`src/rtl/rsa_pkg.sv`:
```
// Shared constants and UART state encoding for the RSA datapath.
package rsa_pkg;
  localparam int WORD_W               = 32;
  localparam int DEFAULT_CLKS_PER_BIT = 868;

  typedef enum logic [1:0] {
    UART_IDLE  = 2'd0,
    UART_START = 2'd1,
    UART_DATA  = 2'd2,
    UART_STOP  = 2'd3
  } uart_state_t;
endpackage

```
`src/rtl/uart_byte_tx.sv`:
```
// Serialises one 8N1 byte; ready is high in IDLE and on the last stop-bit cycle,
// so a start on that cycle chains the next byte with no idle gap.
module uart_byte_tx
  import rsa_pkg::*;
#(
  parameter int CLKS_PER_BIT = DEFAULT_CLKS_PER_BIT
) (
  input  logic       clk,
  input  logic       rst_n,
  input  logic       start,
  input  logic [7:0] byte_in,
  output logic       ready,
  output logic       tx
);
  localparam int CNT_W = $clog2(CLKS_PER_BIT);
  localparam logic [CNT_W-1:0] CNT_LAST = CNT_W'(CLKS_PER_BIT - 1);

  uart_state_t      state_r, state_next_s;
  logic [CNT_W-1:0] baud_cnt_r;
  logic [2:0]       bit_idx_r;
  logic [7:0]       shift_r;
  logic             tx_r, tx_next_s;
  logic             bit_end_s, ready_s, load_s;

  assign bit_end_s = (baud_cnt_r == CNT_LAST);
  assign ready_s   = (state_r == UART_IDLE) || ((state_r == UART_STOP) && bit_end_s);
  assign load_s    = start && ready_s;
  assign ready     = ready_s;
  assign tx        = tx_r;

  // State and serial line register
  always_ff @(posedge clk or negedge rst_n) begin
    if (!rst_n) begin
      state_r <= UART_IDLE;
      tx_r    <= 1'b1;
    end else begin
      state_r <= state_next_s;
      tx_r    <= tx_next_s;
    end
  end

  // Next-state logic
  always_comb begin
    state_next_s = state_r;
    case (state_r)
      UART_IDLE:  if (start) state_next_s = UART_START; else state_next_s = UART_IDLE;
      UART_START: if (bit_end_s) state_next_s = UART_DATA; else state_next_s = UART_START;
      UART_DATA:  if (bit_end_s && (bit_idx_r == 3'd7)) state_next_s = UART_STOP;
                  else state_next_s = UART_DATA;
      UART_STOP:  if (bit_end_s) state_next_s = start ? UART_START : UART_IDLE;
                  else state_next_s = UART_STOP;
      default:    state_next_s = UART_IDLE;
    endcase
  end

  // Line level for the state being entered; in DATA a bit boundary exposes the next bit
  always_comb begin
    tx_next_s = 1'b1;
    case (state_next_s)
      UART_IDLE:  tx_next_s = 1'b1;
      UART_START: tx_next_s = 1'b0;
      UART_DATA:  if ((state_r == UART_DATA) && bit_end_s) tx_next_s = shift_r[1];
                  else tx_next_s = shift_r[0];
      UART_STOP:  tx_next_s = 1'b1;
      default:    tx_next_s = 1'b1;
    endcase
  end

  // Baud counter, bit index and shift register
  always_ff @(posedge clk or negedge rst_n) begin
    if (!rst_n) begin
      baud_cnt_r <= '0;
      bit_idx_r  <= 3'd0;
      shift_r    <= 8'h00;
    end else if (load_s) begin
      baud_cnt_r <= '0;
      bit_idx_r  <= 3'd0;
      shift_r    <= byte_in;
    end else if (state_r != UART_IDLE) begin
      baud_cnt_r <= bit_end_s ? '0 : baud_cnt_r + 1'b1;
      if ((state_r == UART_DATA) && bit_end_s) begin
        bit_idx_r <= bit_idx_r + 3'd1;
        shift_r   <= shift_r >> 1;
      end
    end
  end
endmodule

```
`src/rtl/rsa_word_uart_tx.sv`:
```
// Sends a BYTES-wide word as back-to-back 8N1 frames, most-significant byte first.
module rsa_word_uart_tx
  import rsa_pkg::*;
#(
  parameter int CLKS_PER_BIT = DEFAULT_CLKS_PER_BIT,
  parameter int BYTES        = WORD_W / 8
) (
  input  logic               clk,
  input  logic               rst,
  input  logic [8*BYTES-1:0] data_in,
  input  logic               load,
  output logic               tx,
  output logic               busy,
  output logic               done,
  output logic               overrun
);
  localparam int W    = 8 * BYTES;
  localparam int BI_W = (BYTES > 1) ? $clog2(BYTES) : 1;
  localparam logic [BI_W-1:0] LAST_BYTE = BI_W'(BYTES - 1);

  logic            load_q_r, busy_r, done_r, overrun_r;
  logic [BI_W-1:0] byte_idx_r;
  logic [W-1:0]    word_r;
  logic            req_s, accept_s, ready_s, last_s, more_s, finish_s, start_s;
  logic [7:0]      byte_s;

  assign req_s    = load && !load_q_r;
  assign accept_s = req_s && !busy_r;
  assign last_s   = (byte_idx_r == LAST_BYTE);
  assign more_s   = busy_r && ready_s && !last_s;
  assign finish_s = busy_r && ready_s && last_s;
  assign start_s  = accept_s || more_s;
  // word_r holds the not-yet-sent bytes left-aligned
  assign byte_s   = accept_s ? data_in[W-1 -: 8] : word_r[W-1 -: 8];

  uart_byte_tx #(.CLKS_PER_BIT(CLKS_PER_BIT)) u_byte_tx (
    .clk     (clk),
    .rst_n   (rst),
    .start   (start_s),
    .byte_in (byte_s),
    .ready   (ready_s),
    .tx      (tx)
  );

  // Request edge detection, byte sequencing and status flags
  always_ff @(posedge clk or negedge rst) begin
    if (!rst) begin
      load_q_r   <= 1'b0;
      busy_r     <= 1'b0;
      done_r     <= 1'b0;
      overrun_r  <= 1'b0;
      byte_idx_r <= '0;
      word_r     <= '0;
    end else begin
      load_q_r  <= load;
      done_r    <= finish_s;
      overrun_r <= req_s && busy_r;
      if (accept_s) begin
        busy_r     <= 1'b1;
        byte_idx_r <= '0;
        word_r     <= data_in << 4'd8;
      end else if (more_s) begin
        byte_idx_r <= byte_idx_r + 1'b1;
        word_r     <= word_r << 4'd8;
      end else if (finish_s) begin
        busy_r <= 1'b0;
      end
    end
  end

  assign busy    = busy_r;
  assign done    = done_r;
  assign overrun = overrun_r;
endmodule

```
`config.mk`:
```
export PLATFORM = sky130hd
export DESIGN_NAME = rsa_word_uart_tx
export DESIGN_NICKNAME = d
export VERILOG_FILES = /design/src/rtl/rsa_pkg.sv /design/src/rtl/uart_byte_tx.sv /design/src/rtl/rsa_word_uart_tx.sv
export SDC_FILE = /design/constraint.sdc
export NUM_CORES = 1
export LEC_CHECK = 0
export ABC_AREA = 1
export CAP_MARGIN = 10
export CELL_PAD_IN_SITES_DETAIL_PLACEMENT = 0
export CELL_PAD_IN_SITES_GLOBAL_PLACEMENT = 1
export CORE_MARGIN = 2
export CORE_UTILIZATION = 38
export DETAILED_ROUTE_END_ITERATION = 10
export PLACE_DENSITY = 0.86
export REMOVE_ABC_BUFFERS = 1
export SKIP_LAST_GASP = 1
export SYNTH_ARGS = -nofsm -noshare
export SYNTH_HDL_FRONTEND = slang
export SYNTH_HIERARCHICAL = 1
export SYNTH_SLANG_ARGS = --single-unit
```
`constraint.sdc`:
```
create_clock -name clk -period 2.7 [get_ports clk]
set_input_delay 0.27 -clock clk [delete_from_list [all_inputs] [get_ports clk]]
set_output_delay 0.27 -clock clk [all_outputs]
set_load 0.05 [all_outputs]
```
-- Word level (Yosys, flattened, before mapping)
Cells that the tools add are included.
- memories kept: 0
- bits of input ports: 35
- register bits after elaboration: 62
- RAM bits: 0
- word-level logic and storage cells: 73
- bits in read-only memories: 0
- bits in latches: 0
- div/mod/pow operators: 0
- shifts and indexed selects: 0
- add/sub/neg operators: 3
- muxes and demuxes: 24
- equality and inequality tests: 10
- bitwise operators: 0
- multiply operators: 0
- order comparisons: 0
- reductions and logical operators: 25
- operator list (cell ; count):
    $mux W32 ; 2
    $mux W8 ; 4
    $mux W10 ; 3
    $add A10 B1 Y10 const B ; 1
    $eq A10 B10 Y1 const B ; 1
    $eq A2 B2 Y1 const B ; 5
    $logic_and A1 B1 Y1 ; 10
    $reduce_bool A2 Y1 ; 5
    $mux W3 ; 3
    $mux W2 ; 4
    $pmux W2 S4 ; 1
    $mux W1 ; 6
    $eq A2 B1 Y1 const B ; 2
    $logic_not A2 Y1 ; 2
    $reduce_and A2 Y1 ; 2
    $add A3 B1 Y3 const B ; 1
    $eq A3 B3 Y1 const B ; 1
    $logic_not A1 Y1 ; 3
    $pmux W1 S3 ; 1
    $add A2 B1 Y2 const B ; 1
    $logic_or A1 B1 Y1 ; 2
    $ne A2 B2 Y1 const B ; 1
    $reduce_or A2 Y1 ; 1

-- Depth between registers and ports, before layout
Gate-level depths: netlist of run 1.
- depth after elaboration: 12
- gate-level depth with buffers: 19
- depth with buffers taken out: 16

-- Cells and area by module
The synthesis of run 1 kept the hierarchy.
- by module, submodules not included (module ; seq. area each (µm²) ; cells an instance ; instances ; area each (µm²)):
    rsa_word_uart_tx ; 750.7 ; 174 ; 1 ; 1681.6
    uart_byte_tx ; 601.8 ; 172 ; 1 ; 1373.8

-- Worst setup path after synthesis of run 1
OpenSTA, ideal clock, no wires.
- path type: register -> register
- start: register u_byte_tx.baud_cnt_r[0]
- end: register u_byte_tx.tx_r, in the netlist u_byte_tx/tx
- setup slack: 0.122 ns
- arrival: 2.505 ns
- path buffers: 3
- setup time: 0.073 ns
- cell stages (with the launch flop): 18
- cell sequence: dfrtp_1 ha_1 nand2_1 nor2_4 nand3_4 o21ai_4 buf_4 nand3_2 buf_6 buf_6 nand2_1 nor2_1 inv_1 nand2_1 inv_1 ha_1 inv_1 a21oi_1
- longest elaborated chain between the ends: 12
- RTL lines (item ; line ; RTL):
    from (decl) ; uart_byte_tx.sv:19 ; logic [CNT_W-1:0] baud_cnt_r;
    from (signal assigned) ; uart_byte_tx.sv:80 ; baud_cnt_r <= bit_end_s ? '0 : baud_cnt_r + 1'b1;
    $eq A10 B10 Y1 (*) ; uart_byte_tx.sv:25 ; assign bit_end_s = (baud_cnt_r == CNT_LAST);
    $logic_and A1 B1 Y1 (*) ; uart_byte_tx.sv:26 ; assign ready_s = (state_r == UART_IDLE) || ((state_r == UART_STOP) && bit_end_s);
    $logic_or A1 B1 Y1 (*) ; uart_byte_tx.sv:26 ;
    via ready_s ; rsa_word_uart_tx.sv:24 ; logic req_s, accept_s, ready_s, last_s, more_s, finish_s, start_s;
    $logic_and A1 B1 Y1 (*) (2 in a row) ; rsa_word_uart_tx.sv:30 ; assign more_s = busy_r && ready_s && !last_s;
    $logic_or A1 B1 Y1 (*) ; rsa_word_uart_tx.sv:32 ; assign start_s = accept_s || more_s;
    via start_s ; rsa_word_uart_tx.sv:24 ;
    $mux W1 (*) ; uart_byte_tx.sv:46, uart_byte_tx.sv:50 ;
    $mux W2 ; uart_byte_tx.sv:50 ; UART_STOP: if (bit_end_s) state_next_s = start ? UART_START : UART_IDLE;
    $pmux W2 S4 (*) ; uart_byte_tx.sv:45 ; case (state_r)
    $eq A2 B2 Y1 / $logic_not A2 Y1 (equally long branches) ; uart_byte_tx.sv:59 ; case (state_next_s)
    $reduce_or A2 Y1 (no line) ; - ;
    $pmux W1 S3 (*) ; uart_byte_tx.sv:59 ;
    via u_byte_tx.tx_next_s ; uart_byte_tx.sv:22 ; logic tx_r, tx_next_s;
    to (signal assigned) ; uart_byte_tx.sv:38 ; tx_r <= tx_next_s;
    to (decl) ; uart_byte_tx.sv:22 ;
Mark *: on every way through the listed nets, which the timed path passes. The rest lies on a longest branch.
A chain may end at the register's enable or synchronous reset.

-- Final worst setup path of run 1
Same ends and word-level chain as after synthesis.

==> metrics.txt, run 1 <==
pwr dens=approximately 380 nW/µm²; commonest non-fill, non-tap cells in the layout=95 x nand2_1, 53 x dfrtp_1, 37 x clkdlybuf4s50_1; initial antenna violation count=0; layout cells sized above 1=0.193; Max VDD drop=about 0.15 mV; crit path from=u_byte_tx/baud_cnt_r[0]$_DFFE_PN0P_; Post-DRT Antenna Nets=0; Root Buffer=clkbuf_8; DR iter-0 viols=69; First-pass DRT Iterations=4; Synth Area per Inst=roughly 9 µm²; Finished Layout Cells=between 400 and 500; Final setup viols=0; Ys Warns=6; Antenna diodes=0; Worst Skew=between 10 and 15 ps; Overflow after GRT=0; Worst R2R End=u_byte_tx/tx$_DFF_PN1_; fin crit share=0.884; R2R cell count=14; Setup CP Type=register to register; Hold Path Class=primary input to async pin; placed cells=477; Die W=93.7 µm; Peak Freq=between 400 and 500 MHz; Num CTS Buffers=5; Nets=~420; fin crit period=about 2400 ps; FF-to-FF Start=u_byte_tx/baud_cnt_r[0]$_DFFE_PN0P_; Worst-Margin Slew=roughly 670 ps; Synth Register Bits=between 50 and 60; outcome=complete, no violations; routability cong.=a little over 0.8; synth unique cells=29; global-route wire length before repair=10,600 µm; Crit path arrival time=approximately 2600 ps; Slew headroom=0.551; # Max-Cap Violations=0; nature of the critical path endpoint=register; post-CTS sizing=0; Initial Util=0.393; FF/Latch Area=approximately 1400 µm²; multi-input logic area=1420 µm²; count of final hold-check violations=0; flop2flop setup slack=310 ps; vias in the first global route=roughly 2,400; Final HPWL DP=about 4000 µm; Global Route Usage Sum=0.150; maximum root-to-sink buffer count=2; sum of negative setup slack=0 ps; most common cell after layout, fill and taps aside=nand2_1; Sink Count=54; Ports=39; port bufs=38; crit-path max FO=5; RSZ-0062 raised after global routing=no; # rows=32; mapped cell area=about 3100 µm²; routed wire length=around 5800 µm; critical path endpoint=u_byte_tx/tx$_DFF_PN1_; Via Count=between 2,000 and 2,500; Synth Instances=about 350; DIE AREA=roughly 9000 µm²; Slew Viols, Final=0; DIE HEIGHT=roughly 94 µm; Crit path required time=roughly 3000 ps; worst skew pair latency=between 300 and 400 ps; TritonCTS clock tree=done; area grow syn2layout=16.5%; CTS Hold Bufs=0; pin count of the biggest net entering global routing=55; Worst setup SP type=register; setup repair bufs after CTS=0; Fillers=slightly above 800; Lkg Pwr=1.69 nW; core area=7770 µm²; Reg clk slew, reported paths=~100 ps; H-tree levels=2; DR vias/cell=around 4.8; DRC violations left=0; sequential share of the synthesized area=0.443; post-DR wirelength/cell=around 12 µm
[per-layer routing]
layer	vias up	track usage	wire, µm
met5	-	0	0
met4	0	0.0411	74
met3	6	0.0297	215
met2	43	0.256	2850
met1	1070	0.196	2670
li1	1202	-	-
[area by class of cell]
class,instances,area share
Timing Repair Buffer,45,0.120
Clock inverter,2,0.00352
Clock buffer,6,0.0232
Sequential cell,54,0.380
Tap cell,102,0.0359
Multi-Input combinational cell,241,0.399
Inverter,35,0.0376
[registers in the layout, summed over array words and instances (netlist names)]
register / count
u_byte_tx/bit_idx_r: 3
u_byte_tx/shift_r: 8
load_q_r: 1
byte_idx_r: 2
u_byte_tx/state_r: 2
overrun: 1
busy: 1
word_r: 24
done: 1
u_byte_tx/tx: 1
u_byte_tx/baud_cnt_r: 10
[cell usage after synthesis]
cell type   n  area (µm²)
a21oi_1     5        25.0
a32o_1      1        10.0
buf_12      2        40.0
buf_2       5        25.0
buf_4       3        22.5
buf_6       5        56.3
clkbuf_1    1        3.75
dfrtp_1    53        1330
dfstp_2     1        26.3
ha_1        5        62.6
inv_1      31         116
inv_2       3        11.3
inv_4       1        6.26
nand2_1    95         357
nand2_2     3        18.8
nand2_4     1        11.3
nand3_1    15        75.1
nand3_2    35         350
nand3_4     2        35.0
nand4_1    23         144
nor2_1     24        90.1
nor2_4      4        45.0
nor3_1      2        10.0
o21ai_0     6        30.0
o21ai_1     6        30.0
o21ai_2     7        61.3
o21ai_4     1        16.3
o22ai_1     1        6.26
xor2_1      5        43.8
[metrics by stage]
step           area [µm²]  utilization  hold WS [ps]  power [mW]  setup WS, ps
3_5_place_dp         3460        0.446           447       0.901           353
5_1_grt              3560        0.458           118        1.41          37.1
4_1_cts              3560        0.458           102        1.37           312
3_3_place_gp         3460        0.446           442       0.900           439
2_1_floorplan        2910            -         -25.6       0.831          -356
6_report             3560        0.458          79.5        1.35           313
[cells by family after synthesis]
| kind of cell | Yosys count | share of synthesized area |
|---|---|---|
| fa+ha+maj | 5 | 0.0205 |
| simple gates | 204 | 0.372 |
| xor+xnor | 5 | 0.0143 |
| buf+inv | 51 | 0.0921 |
| flops | 54 | 0.443 |
| compound gates | 27 | 0.0586 |
[critical path, cell delays in order (launching register included)]
cell	delay [ps]
dfrtp_1	430
ha_1	240
nand2_1	130
nor2_4	70
nand3_4	110
o21ai_4	60
nand3_2	80
nand2_1	130
nor2_1	290
inv_1	160
nand2_1	130
inv_1	50
ha_1	280
inv_1	40
a21oi_1	130
[how the worst min path moves through the flow]
stage,endpoint,slack (ps),cells past startpoint
finish,u_byte_tx/baud_cnt_r[5]$_DFFE_PN0P_,80,2
global route,u_byte_tx/baud_cnt_r[5]$_DFFE_PN0P_,120,2
CTS,u_byte_tx/baud_cnt_r[5]$_DFFE_PN0P_,100,2
detailed placement,overrun$_DFF_PN0_,450,2
global placement,word_r[16]$_DFFE_PN0P_,440,2
floorplan,busy$_DFFE_PN0P_,-30,0
[power breakdown]
group | leakage [nW] | internal (mW) | switching [mW]
Sequential | 0.623 | 0.810 | 0.000318
Combinational | 1.02 | 0.0445 | 0.0280
Clock | 0.0472 | 0.207 | 0.262
Total | 1.69 | 1.06 | 0.290
Note: power is estimated with default switching activity, not from simulation.
==> run 2: changes to the inputs <==
--- a/config.mk
+++ b/config.mk
@@ -6,7 +6,7 @@
 export NUM_CORES = 1
 export LEC_CHECK = 0
 export ABC_AREA = 1
-export CAP_MARGIN = 10
+export CAP_MARGIN = 15
 export CELL_PAD_IN_SITES_DETAIL_PLACEMENT = 0
 export CELL_PAD_IN_SITES_GLOBAL_PLACEMENT = 1
 export CORE_MARGIN = 2
==> results of run 2 <==
Final layout, timing and power as in run 1 (identical DEF).
